==> config.mk <==
export PLATFORM = sky130hd
export DESIGN_NAME = agc_muldiv_unit_flat
export DESIGN_NICKNAME = d
export VERILOG_FILES = /design/src/rtl/agc_muldiv_unit_pkg.sv /design/src/rtl/agc_muldiv_unit_if.sv /design/src/rtl/agc_muldiv_unit_ones_comp_mag.sv /design/src/rtl/agc_muldiv_unit.sv /design/src/flat_wrapper.sv
export SDC_FILE = /design/constraint.sdc
export NUM_CORES = 1
export LEC_CHECK = 0
export BUFFER_PORTS_ARGS = -buffer_cell sky130_fd_sc_hd__buf_2
export CAP_MARGIN = 20
export CORE_UTILIZATION = 56
export CTS_CLUSTER_SIZE = 12
export DETAILED_ROUTE_END_ITERATION = 12
export PLACE_DENSITY = 0.77
export SYNTH_ARGS = -nofsm -noshare
export SYNTH_HDL_FRONTEND = slang
export SYNTH_HIERARCHICAL = 1
export SYNTH_SLANG_ARGS = --single-unit
==> constraint.sdc <==
create_clock -name clk -period 6.8 [get_ports clk]
set_input_delay 0.68 -clock clk [delete_from_list [all_inputs] [get_ports clk]]
set_output_delay 0.68 -clock clk [all_outputs]
set_load 0.01 [all_outputs]
==> src/rtl/agc_muldiv_unit_pkg.sv <==
// -----------------------------------------------------------------------------
// agc_pkg : shared definitions for the AGC ALU blocks.
//   - ALU op codes (AD/SU/MASK are handled by the combinational ALU,
//     MP0/DV0 start the iterative multiply/divide unit).
//   - Default word width (ones' complement, MSB = sign).
//   - State encoding of the multiply/divide sequencer.
// No ports (package).
// -----------------------------------------------------------------------------
package agc_pkg;

   localparam int AGC_WIDTH = 15;

   localparam logic [2:0] ALU_AD   = 3'd0;
   localparam logic [2:0] ALU_SU   = 3'd1;
   localparam logic [2:0] ALU_MASK = 3'd2;
   localparam logic [2:0] ALU_MP0  = 3'd3;
   localparam logic [2:0] ALU_MP1  = 3'd4;
   localparam logic [2:0] ALU_DV0  = 3'd5;
   localparam logic [2:0] ALU_DV1  = 3'd6;

   typedef enum logic [2:0] {
      MD_IDLE = 3'd0,
      MD_LOAD = 3'd1,
      MD_ITER = 3'd2,
      MD_SIGN = 3'd3,
      MD_DONE = 3'd4
   } muldiv_state_t;

endpackage

==> src/rtl/agc_muldiv_unit_if.sv <==
// -----------------------------------------------------------------------------
// agc_muldiv_unit_if : request/response bundle between the AGC controller
// (master) and the multiply/divide unit (slave).
//   start   : one-cycle request strobe            (master -> slave)
//   alu_op  : op code sampled with start           (master -> slave)
//   x_in    : multiplicand / divisor               (master -> slave)
//   y_in    : multiplier / dividend upper word A   (master -> slave)
//   l_in    : dividend lower word L                (master -> slave)
//   busy    : operation in progress                (slave -> master)
//   done    : one-cycle completion pulse           (slave -> master)
//   ovf     : divide fault flag                    (slave -> master)
//   hi_out  : product upper word / quotient        (slave -> master)
//   lo_out  : product lower word / remainder       (slave -> master)
// -----------------------------------------------------------------------------
interface agc_muldiv_unit_if
   import agc_pkg::*;
#(
   parameter int WIDTH = AGC_WIDTH
);
   logic             start;
   logic [2:0]       alu_op;
   logic [WIDTH-1:0] x_in;
   logic [WIDTH-1:0] y_in;
   logic [WIDTH-1:0] l_in;
   logic             busy;
   logic             done;
   logic             ovf;
   logic [WIDTH-1:0] hi_out;
   logic [WIDTH-1:0] lo_out;

   modport master (
      output start, alu_op, x_in, y_in, l_in,
      input  busy, done, ovf, hi_out, lo_out
   );

   modport slave (
      input  start, alu_op, x_in, y_in, l_in,
      output busy, done, ovf, hi_out, lo_out
   );
endinterface

==> src/rtl/agc_muldiv_unit_ones_comp_mag.sv <==
// -----------------------------------------------------------------------------
// ones_comp_mag : splits a ones' complement word into sign and magnitude.
//   i_word : WIDTH-bit ones' complement word
//   o_sign : sign bit (1 = negative)
//   o_mag  : WIDTH-1 bit magnitude; a negative word's magnitude is its
//            bitwise inverse, so both zeros (+0 and -0) give magnitude 0.
// Purely combinational.
// -----------------------------------------------------------------------------
module ones_comp_mag #(
   parameter int WIDTH = 15
) (
   input  logic [WIDTH-1:0] i_word,
   output logic             o_sign,
   output logic [WIDTH-2:0] o_mag
);
   assign o_sign = i_word[WIDTH-1];
   assign o_mag  = i_word[WIDTH-1] ? ~i_word[WIDTH-2:0] : i_word[WIDTH-2:0];
endmodule

==> src/rtl/agc_muldiv_unit.sv <==
// -----------------------------------------------------------------------------
// agc_muldiv_unit : iterative ones' complement multiply / divide for the AGC.
//   MP0 (alu_op 3): shift-add product of x_in * y_in, hi/lo magnitude words.
//   DV0 (alu_op 5): restoring divide of {A=y_in, L=l_in} by x_in,
//                   hi = quotient, lo = remainder; ovf on divide fault.
// Ports:
//   clk    : system clock
//   rst    : synchronous active-high reset (aborts any operation)
//   io_bus : agc_muldiv_unit_if.slave (start/alu_op/operands in,
//            busy/done/ovf/hi_out/lo_out out)
// Optional build macro MULDIV_NEG_ZERO_NORM_EN: when defined, a result
// word equal to -0 (all ones) is rewritten to +0 in the SIGN state.
// -----------------------------------------------------------------------------
module agc_muldiv_unit
   import agc_pkg::*;
#(
   parameter int WIDTH = AGC_WIDTH
) (
   input  logic                  clk,
   input  logic                  rst,
   agc_muldiv_unit_if.slave      io_bus
);
   localparam int M  = WIDTH - 1;
   localparam int CW = $clog2(WIDTH);

   muldiv_state_t     r_state, w_state_nxt;
   logic              r_is_div;
   logic [WIDTH-1:0]  r_x, r_y, r_l;
   logic [M-1:0]      r_hi, r_lo;
   logic [CW-1:0]     r_cnt;
   logic              r_done, r_ovf;
   logic [WIDTH-1:0]  r_hi_out, r_lo_out;

   logic              w_sx, w_sy, w_sl;
   logic [M-1:0]      w_mx, w_my, w_ml;
   logic              w_accept, w_fault;
   logic [M-1:0]      w_mp_add;
   logic [M:0]        w_mp_sum;
   logic [M:0]        w_dv_shift;
   logic [M-1:0]      w_dv_diff;
   logic              w_dv_ge;

   // Ones' complement word from sign and magnitude; a negative word is the
   // inverse of the zero-extended magnitude.
   function automatic logic [WIDTH-1:0] f_sign(input logic s, input logic [M-1:0] mag);
      return s ? ~{1'b0, mag} : {1'b0, mag};
   endfunction

   function automatic logic [WIDTH-1:0] f_norm(input logic [WIDTH-1:0] w);
`ifdef MULDIV_NEG_ZERO_NORM_EN
      return (&w) ? '0 : w;
`else
      return w;
`endif
   endfunction

   ones_comp_mag #(.WIDTH(WIDTH)) u_mag_x (.i_word(r_x), .o_sign(w_sx), .o_mag(w_mx));
   ones_comp_mag #(.WIDTH(WIDTH)) u_mag_y (.i_word(r_y), .o_sign(w_sy), .o_mag(w_my));
   ones_comp_mag #(.WIDTH(WIDTH)) u_mag_l (.i_word(r_l), .o_sign(w_sl), .o_mag(w_ml));

   assign w_accept = (r_state == MD_IDLE) && io_bus.start &&
                     ((io_bus.alu_op == ALU_MP0) || (io_bus.alu_op == ALU_DV0));
   // The quotient only fits WIDTH-1 bits when |A| < |divisor|.
   assign w_fault  = r_is_div && ((w_mx == '0) || (w_my >= w_mx));

   // Multiply step: conditionally add |x| to the upper half, then shift right.
   assign w_mp_add = r_lo[0] ? w_mx : '0;
   assign w_mp_sum = {1'b0, r_hi} + {1'b0, w_mp_add};

   // Divide step: shift the partial remainder left and try subtracting |x|.
   // The difference is only kept when it is below |x|, so M bits suffice.
   assign w_dv_shift = {r_hi, r_lo[M-1]};
   assign w_dv_ge    = (w_dv_shift >= {1'b0, w_mx});
   assign w_dv_diff  = w_dv_shift[M-1:0] - w_mx;

   always_comb begin
      w_state_nxt = r_state;
      case (r_state)
         MD_IDLE: if (w_accept) w_state_nxt = MD_LOAD;
         MD_LOAD: w_state_nxt = w_fault ? MD_DONE : MD_ITER;
         MD_ITER: if (r_cnt == '0) w_state_nxt = MD_SIGN;
         MD_SIGN: w_state_nxt = MD_DONE;
         MD_DONE: w_state_nxt = MD_IDLE;
         default: w_state_nxt = MD_IDLE;
      endcase
   end

   always_ff @(posedge clk) begin
      if (rst) begin
         r_state  <= MD_IDLE;
         r_done   <= 1'b0;
         r_ovf    <= 1'b0;
         r_hi_out <= '0;
         r_lo_out <= '0;
      end else begin
         r_state <= w_state_nxt;
         r_done  <= (r_state == MD_DONE);
         if (w_accept) r_ovf <= 1'b0;
         if ((r_state == MD_LOAD) && w_fault) begin
            r_ovf    <= 1'b1;
            r_hi_out <= f_sign(w_sx ^ w_sy, {M{1'b1}});
            // Re-assembling sign and magnitude gives back l_in bit for bit.
            r_lo_out <= f_sign(w_sl, w_ml);
         end
         if (r_state == MD_SIGN) begin
            if (r_is_div) begin
               r_hi_out <= f_norm(f_sign(w_sy ^ w_sx, r_lo));
               r_lo_out <= f_norm(f_sign(w_sy, r_hi));
            end else begin
               r_hi_out <= f_norm(f_sign(w_sx ^ w_sy, r_hi));
               r_lo_out <= f_norm(f_sign(w_sx ^ w_sy, r_lo));
            end
         end
      end
   end

   // Datapath registers carry no reset; the state machine qualifies them.
   always_ff @(posedge clk) begin
      if (w_accept) begin
         r_is_div <= (io_bus.alu_op == ALU_DV0);
         r_x      <= io_bus.x_in;
         r_y      <= io_bus.y_in;
         r_l      <= io_bus.l_in;
      end
      if (r_state == MD_LOAD) begin
         r_hi  <= r_is_div ? w_my : '0;
         r_lo  <= r_is_div ? w_ml : w_my;
         r_cnt <= CW'(M - 1);
      end else if (r_state == MD_ITER) begin
         r_cnt <= r_cnt - CW'(1);
         if (r_is_div) begin
            r_hi <= w_dv_ge ? w_dv_diff : w_dv_shift[M-1:0];
            r_lo <= {r_lo[M-2:0], w_dv_ge};
         end else begin
            r_hi <= w_mp_sum[M:1];
            r_lo <= {w_mp_sum[0], r_lo[M-1:1]};
         end
      end
   end

   assign io_bus.busy   = (r_state != MD_IDLE);
   assign io_bus.done   = r_done;
   assign io_bus.ovf    = r_ovf;
   assign io_bus.hi_out = r_hi_out;
   assign io_bus.lo_out = r_lo_out;
endmodule

==> src/flat_wrapper.sv <==
// flat-port wrapper written by rule: the top's interface ports become plain ports
module agc_muldiv_unit_flat import agc_pkg::*;
#(
   parameter int WIDTH = AGC_WIDTH
)
  (clk, rst, io_bus_start, io_bus_alu_op, io_bus_x_in, io_bus_y_in, io_bus_l_in, io_bus_busy, io_bus_done, io_bus_ovf, io_bus_hi_out, io_bus_lo_out);
  agc_muldiv_unit_if #(.WIDTH(WIDTH)) io_bus_i ();
  input  logic clk;
  input  logic rst;
  input wire logic [$bits(io_bus_i.start)-1:0] io_bus_start;
  input wire logic [$bits(io_bus_i.alu_op)-1:0] io_bus_alu_op;
  input wire logic [$bits(io_bus_i.x_in)-1:0] io_bus_x_in;
  input wire logic [$bits(io_bus_i.y_in)-1:0] io_bus_y_in;
  input wire logic [$bits(io_bus_i.l_in)-1:0] io_bus_l_in;
  output wire logic [$bits(io_bus_i.busy)-1:0] io_bus_busy;
  output wire logic [$bits(io_bus_i.done)-1:0] io_bus_done;
  output wire logic [$bits(io_bus_i.ovf)-1:0] io_bus_ovf;
  output wire logic [$bits(io_bus_i.hi_out)-1:0] io_bus_hi_out;
  output wire logic [$bits(io_bus_i.lo_out)-1:0] io_bus_lo_out;
  assign io_bus_i.start = io_bus_start;
  assign io_bus_i.alu_op = io_bus_alu_op;
  assign io_bus_i.x_in = io_bus_x_in;
  assign io_bus_i.y_in = io_bus_y_in;
  assign io_bus_i.l_in = io_bus_l_in;
  assign io_bus_busy = io_bus_i.busy;
  assign io_bus_done = io_bus_i.done;
  assign io_bus_ovf = io_bus_i.ovf;
  assign io_bus_hi_out = io_bus_i.hi_out;
  assign io_bus_lo_out = io_bus_i.lo_out;
  agc_muldiv_unit #(.WIDTH(WIDTH)) u_core (.clk(clk), .rst(rst), .io_bus(io_bus_i));
endmodule
==> flow_metrics.py, run 1 <==
metrics = {
    "synthesis": {
        "synth-seq-area-share_pct": 39.9,
        "synth_ff_type": "edfxtp_1",
        "synth_top_cells_by_area": "edfxtp_1 29%, dfxtp_1 10%, xor2_1 7.8%",
        "synth_fp_nets": 856,
        "synth_fa_ha_area_share_pct": 7.67,
        "async_reset_ff_share_pct": 0,
        "syn_area_per_cell_um2": 9.91,
        "synthSimpleGateAreaFrac_pct": 11.3,
        "synth_top_cell_by_area": "edfxtp_1",
        "synth.area.mux_share_pct": 6.31,
        "synth-seq-cells": 113,
        "netlist_area_mm2": 0.00753,
        "synth_cells": 760,
        "synth_cell_type_count": 59,
        "synth_top_family_by_area": "compound AO/OA/AOI/OAI gates",
        "yosys_warnings": 6,
        "yosysMostFrequentCell": "edfxtp_1",
        "yosys-top-cells-count": "74 x edfxtp_1, 67 x xor2_1, 59 x nor2_1",
        "synth-xor-area-share_pct": 12.4,
        "synth_top_area_share_pct": 29.5,
        "synth_edf_count": 74,
        "synth-compound-area-share_pct": 16.7,
    },
    "clocking": {
        "cts_root_buffer": "clkbuf_16",
        "cts_max_level": 4,
        "cts_resized": 0,
        "clk_pin_slew_ns": 0.06,
        "cts_tree": "yes",
        "hold_buffers": 0,
        "clockBufferDepth": 2,
        "post_cts_buffers": 0,
        "numCtsBuffers": 17,
        "clkSinkCount": 113,
        "clk_latency_ns": 0.41,
    },
    "run": {
        "drv_cap": 0,
    },
    "cells_and_area": {
        "area_growth_pct": 12.8,
        "multi_input_area_mm2": 0.00412,
        "drive_gt1_share_pct": 17.5,
        "antennaDiodeCount": 0,
        "seqCellArea_mm2": 0.00300,
        "nets": 915,
        "fin_cells": 1008,
        "fillers": 1038,
    },
    "floorplanning": {
        "coreArea_mm2": 0.0132,
        "die_h_um": 118,
        "dieArea_mm2": 0.0139,
        "row_count": 42,
        "die_width_um": 118,
        "ios": 84,
        "start_util_pct": 57.1,
    },
    "power": {
        "internal_power_mw": 1.44,
        "ir_drop_mv": 0.279,
        "power.density_mw_per_mm2": 239,
        "swShare_pct": 28.9,
        "seq_power_share_pct": 40.3,
        "switching_power_mw": 0.588,
        "clkPwrFrac_pct": 40.2,
        "power.leakage_nw": 3.45,
        "pwr-share-comb_pct": 19.5,
        "finalPower_mw": 2.03,
    },
    "drt": {
        "vias_per_cell": 6.08,
        "num_vias": 6133,
        "wirelength_mm": 20.0,
        "drtPass1Iterations": 5,
        "antenna_left": 0,
        "drtIter0Drc": 792,
        "routedWlPerCell_um": 19.8,
        "drc": 0,
    },
    "worst_setup_path": {
        "crit_type": "reg2reg",
        "start_kind": "flip-flop",
        "cp-end-kind": "flip-flop",
        "reg2reg_depth": 10,
        "cp.arrival_ns": 4.63,
        "required_ns": 6.95,
        "worstPathMaxFanout": 24,
    },
    "placement": {
        "port_buffers": 83,
        "gp_congestion": 0.939,
        "placedCellCount": 975,
        "hpwlAfterDp_mm": 14.4,
        "place_ws_ns": 2.47,
    },
    "min_path": {
        "holdPathStages": 1,
        "min_path_type": "in2reg",
    },
    "timing": {
        "rsz0062_at_grt": "false",
        "max_freq_ghz": 0.223,
        "drv_slew": 0,
        "period_needed_ns": 4.48,
        "tightestPinTransition_ns": 1.03,
        "hold_violations": 0,
        "finalSetupTns_ns": 0,
        "worst_slack_ns": 2.32,
        "setup_viol": 0,
        "relSlewSlack_pct": 31.0,
        "period_share_pct": 65.9,
        "finalClockSkew_ns": 0.0102,
    },
    "grt": {
        "antenna_found_initial": 0,
        "grt_remaining_overflow": 0,
        "grt_first_pass_wirelength_mm": 31.6,
        "grtUsageTotal_pct": 29.5,
        "grt_pass1_vias": 5913,
        "grt_max_degree": 80,
    },
    "status": {
        "status": "completed",
    },
}
-- layer usage --
metal	global-route usage (%)	part of all wire, %
met1	39.1	42
met2	47.6	48
met3	5.52	7.4
met4	12.1	2.8
met5	0	0
-- final cells by class --
type,instances,area share (%)
clock inverter,14,1.37
inverter,33,1.46
timing repair buffer,93,5.77
sequential,113,35.3
clock buffer,18,5.05
tap,176,2.59
multi-input combinational,561,48.4
-- power by group through the flow --
stage / clock network (mW) / registers, mW / logic [mW]
6_report: 0.816 / 0.819 / 0.397
4_1_cts: 0.824 / 0.818 / 0.391
3_3_place_gp: 0 / 0.829 / 0.373
5_1_grt: 0.850 / 0.823 / 0.440
3_5_place_dp: 0 / 0.831 / 0.387
2_1_floorplan: 0 / 0.815 / 0.300
-- per-stage QoR --
step                area [µm²]  utilization [%]  hold slack [ns]
detailed placement        7950             60.2            0.484
finish                    8500             64.4            0.436
CTS                       8490             64.4            0.425
global route              8500             64.4            0.425
global placement          7950             60.2            0.474
floorplan                 7530                -            0.466
-- kinds of logic (layout without fill, tap and decap cells) --
| logic type | after synthesis | after routing |
|---|---|---|
| multiplexers | 30 | 30 |
| AO/OA/AOI/OAI | 198 | 198 |
| AND/OR/NAND/NOR | 181 | 181 |
| flip-flops | 113 | 113 |
| XOR/XNOR | 107 | 107 |
| buffers and inverters | 86 | 158 |
| adder cells (fa/ha/maj) | 45 | 45 |
-- critical path, cell delays in order (launching register included) --
cell and delay [ns]:
edfxtp_1 0.84, xor2_1 0.35, inv_1 0.15, ha_1 0.31, nor2b_1 0.15, o31ai_1 0.45, a211oi_1 0.17, nor2_1 0.16
a32o_1 0.78, inv_1 0.34, mux4_2 0.53
-- registers in the layout (all words and copies together) (netlist names) --
| signal | flops |
|---|---|
| u_core/io_bus.lo_out | 15 |
| u_core/r_x | 15 |
| u_core/r_state | 3 |
| u_core/io_bus.ovf | 1 |
| u_core/r_lo | 14 |
| u_core/r_hi | 14 |
| u_core/r_cnt | 4 |
| u_core/r_l | 15 |
| u_core/r_is_div | 1 |
| u_core/r_y | 15 |
| u_core/io_bus.hi_out | 15 |
| u_core/io_bus.done | 1 |
-- worst paths after layout --
| check | slack, ns | from | end |
|---|---|---|---|
| hold / removal | 0.44 | io_bus_l_in[7] | u_core/r_l[7] |
| hold reg to reg | 0.50 | u_core/io_bus.hi_out[14] | u_core/io_bus.hi_out[14] |
| setup reg to reg | 2.32 | u_core/r_x[14] | u_core/r_lo[0] |
| setup / recovery | 2.32 | u_core/r_x[14] | u_core/r_lo[0] |
-- layout by cell type (no fill, tap or decap), drive strengths merged, types with 18 or more instances in the layout --
master	Yosys	layout
o21ai	57	57
dfxtp	39	39
a21oi	45	45
buf	16	93
xor2	67	67
nor2	59	59
inv	33	35
clkbuf	37	18
xnor2	40	40
ha	43	43
nand2	53	53
edfxtp	74	74
Power figures use the tool's default switching activity.
==> run 2: changes to the inputs <==
- clock period: 6.8 -> 4.15 ns (I/O delays scaled with it)
==> flow_metrics.py, run 2 (same netlist as run 1, synthesis figures left out) <==
metrics = {
    "timing": {
        "finalSetupTns_ns": 0,
        "worst_slack_ns": 0.470,
        "drv_slew": 0,
        "period_needed_ns": 3.68,
        "tightestPinTransition_ns": 0.940,
        "rsz0062_at_grt": "false",
        "setup_viol": 0,
        "max_freq_ghz": 0.272,
        "hold_violations": 0,
        "finalClockSkew_ns": 0.0125,
        "period_share_pct": 88.7,
        "relSlewSlack_pct": 37.1,
        "holdWs_ns": 0.169,
    },
    "clocking": {
        "clk_latency_ns": 0.42,
        "clkSinkCount": 113,
        "cts_max_level": 4,
        "clk_pin_slew_ns": 0.06,
        "cts_resized": 0,
        "hold_buffers": 0,
        "clockBufferDepth": 2,
        "numCtsBuffers": 17,
        "cts_root_buffer": "clkbuf_16",
        "post_cts_buffers": 0,
        "cts_tree": "yes",
    },
    "floorplanning": {
        "die_h_um": 118,
        "row_count": 42,
        "die_width_um": 118,
        "start_util_pct": 57.1,
        "ios": 84,
        "dieArea_mm2": 0.0139,
        "coreArea_mm2": 0.0132,
    },
    "drt": {
        "routedWlPerCell_um": 19.6,
        "antenna_left": 0,
        "drtIter0Drc": 677,
        "num_vias": 6224,
        "drc": 0,
        "wirelength_mm": 20.0,
        "vias_per_cell": 6.11,
        "drtPass1Iterations": 5,
    },
    "power": {
        "power.leakage_nw": 3.57,
        "clkPwrFrac_pct": 44.5,
        "internal_power_mw": 2.68,
        "finalPower_mw": 3.64,
        "pwr-share-comb_pct": 18.6,
        "switching_power_mw": 0.957,
        "power.density_mw_per_mm2": 417,
        "swShare_pct": 26.3,
        "seq_power_share_pct": 36.8,
        "ir_drop_mv": 0.322,
    },
    "worst_setup_path": {
        "crit_type": "reg2reg",
        "crit_slowest_cell": "edfxtp_1",
        "cpPeakStageDelay_ns": 0.76,
        "worstPathMaxFanout": 46,
        "required_ns": 4.49,
        "cp.arrival_ns": 4.02,
        "cp-end-kind": "flip-flop",
        "cp_top_family": "compound AO/OA/AOI/OAI gates",
        "path_buf_inv": 1,
        "start_kind": "flip-flop",
        "cp_cell_sequence": "xor2_1, ha_1, and3_1, a221oi_1, a2bb2oi_1, a311o_1, buf_12, and2_4, a222oi_1, nor2_1",
    },
    "run": {
        "drv_cap": 0,
    },
    "placement": {
        "placedCellCount": 986,
        "gp_congestion": 0.991,
        "hpwlAfterDp_mm": 14.5,
        "place_ws_ns": 0.581,
        "port_buffers": 83,
    },
    "cells_and_area": {
        "layout_common_cells": "83 x buf_2, 74 x edfxtp_1, 67 x xor2_1",
        "final_common_cell": "buf_2",
        "area_growth_pct": 15.8,
        "nets": 926,
        "fin_cells": 1019,
        "antennaDiodeCount": 0,
        "drive_gt1_share_pct": 18.3,
    },
    "grt": {
        "grt_first_pass_wirelength_mm": 31.5,
        "grt_max_degree": 47,
        "grt_pass1_vias": 5980,
        "grt_remaining_overflow": 0,
        "antenna_found_initial": 0,
        "grtUsageTotal_pct": 29.6,
    },
    "min_path": {
        "min_path_type": "in2reg",
    },
    "status": {
        "status": "completed",
    },
}
## run 2: cell type report
cell class / instances / area (µm²)
repair buffers: 104 / 618
inverters: 33 / 124
clock buffers: 19 / 433
fillers: 1073 / 4460
flip-flops and latches: 113 / 3000
well taps: 176 / 220
clock inverters: 13 / 215
multi-input cells: 561 / 4120
## run 2: stage by stage
stage | area, µm² | util (%)
6_report | 8730 | 66.2
4_1_cts | 8700 | 66.0
5_1_grt | 8730 | 66.2
2_1_floorplan | 7530 | -
3_5_place_dp | 8050 | 61.1
3_3_place_gp | 8030 | 60.9
## run 2: power groups by stage
stage	Clock [mW]	Sequential, mW	Combinational, mW
5_1_grt	1.68	1.35	0.742
2_1_floorplan	0	1.33	0.491
3_5_place_dp	0	1.36	0.655
3_3_place_gp	0	1.36	0.630
6_report	1.62	1.34	0.677
4_1_cts	1.64	1.34	0.661
## run 2: metal layers
metal  global-route usage, %  up-vias  wire length [µm]
met5                       0        -                 0
met4                    14.4        0               720
met3                    6.54       53              1460
met2                    48.1      296              9650
met1                    37.2     2977              8190
li1                        -     2898                 -
## run 2: worst paths after layout
| kind | startpoint | end | slack [ns] | cells after the start |
|---|---|---|---|---|
| max | u_core/r_y[14] | u_core/io_bus.hi_out[7] | 0.47 | 10 |
| min | io_bus_x_in[14] | u_core/r_x[14] | 0.17 | 1 |
| max reg2reg | u_core/r_y[14] | u_core/io_bus.hi_out[7] | 0.47 | 10 |
| min reg2reg | u_core/io_bus.ovf | u_core/io_bus.ovf | 0.49 | 2 |
## run 2: worst register-to-register path, stage by stage, from the launching register on
cell       delay (ns)
edfxtp_1         0.76
xor2_1           0.51
ha_1             0.35
and3_1           0.19
a221oi_1         0.45
a2bb2oi_1        0.27
a311o_1          0.26
buf_12           0.22
and2_4           0.31
a222oi_1         0.14
nor2_1           0.14
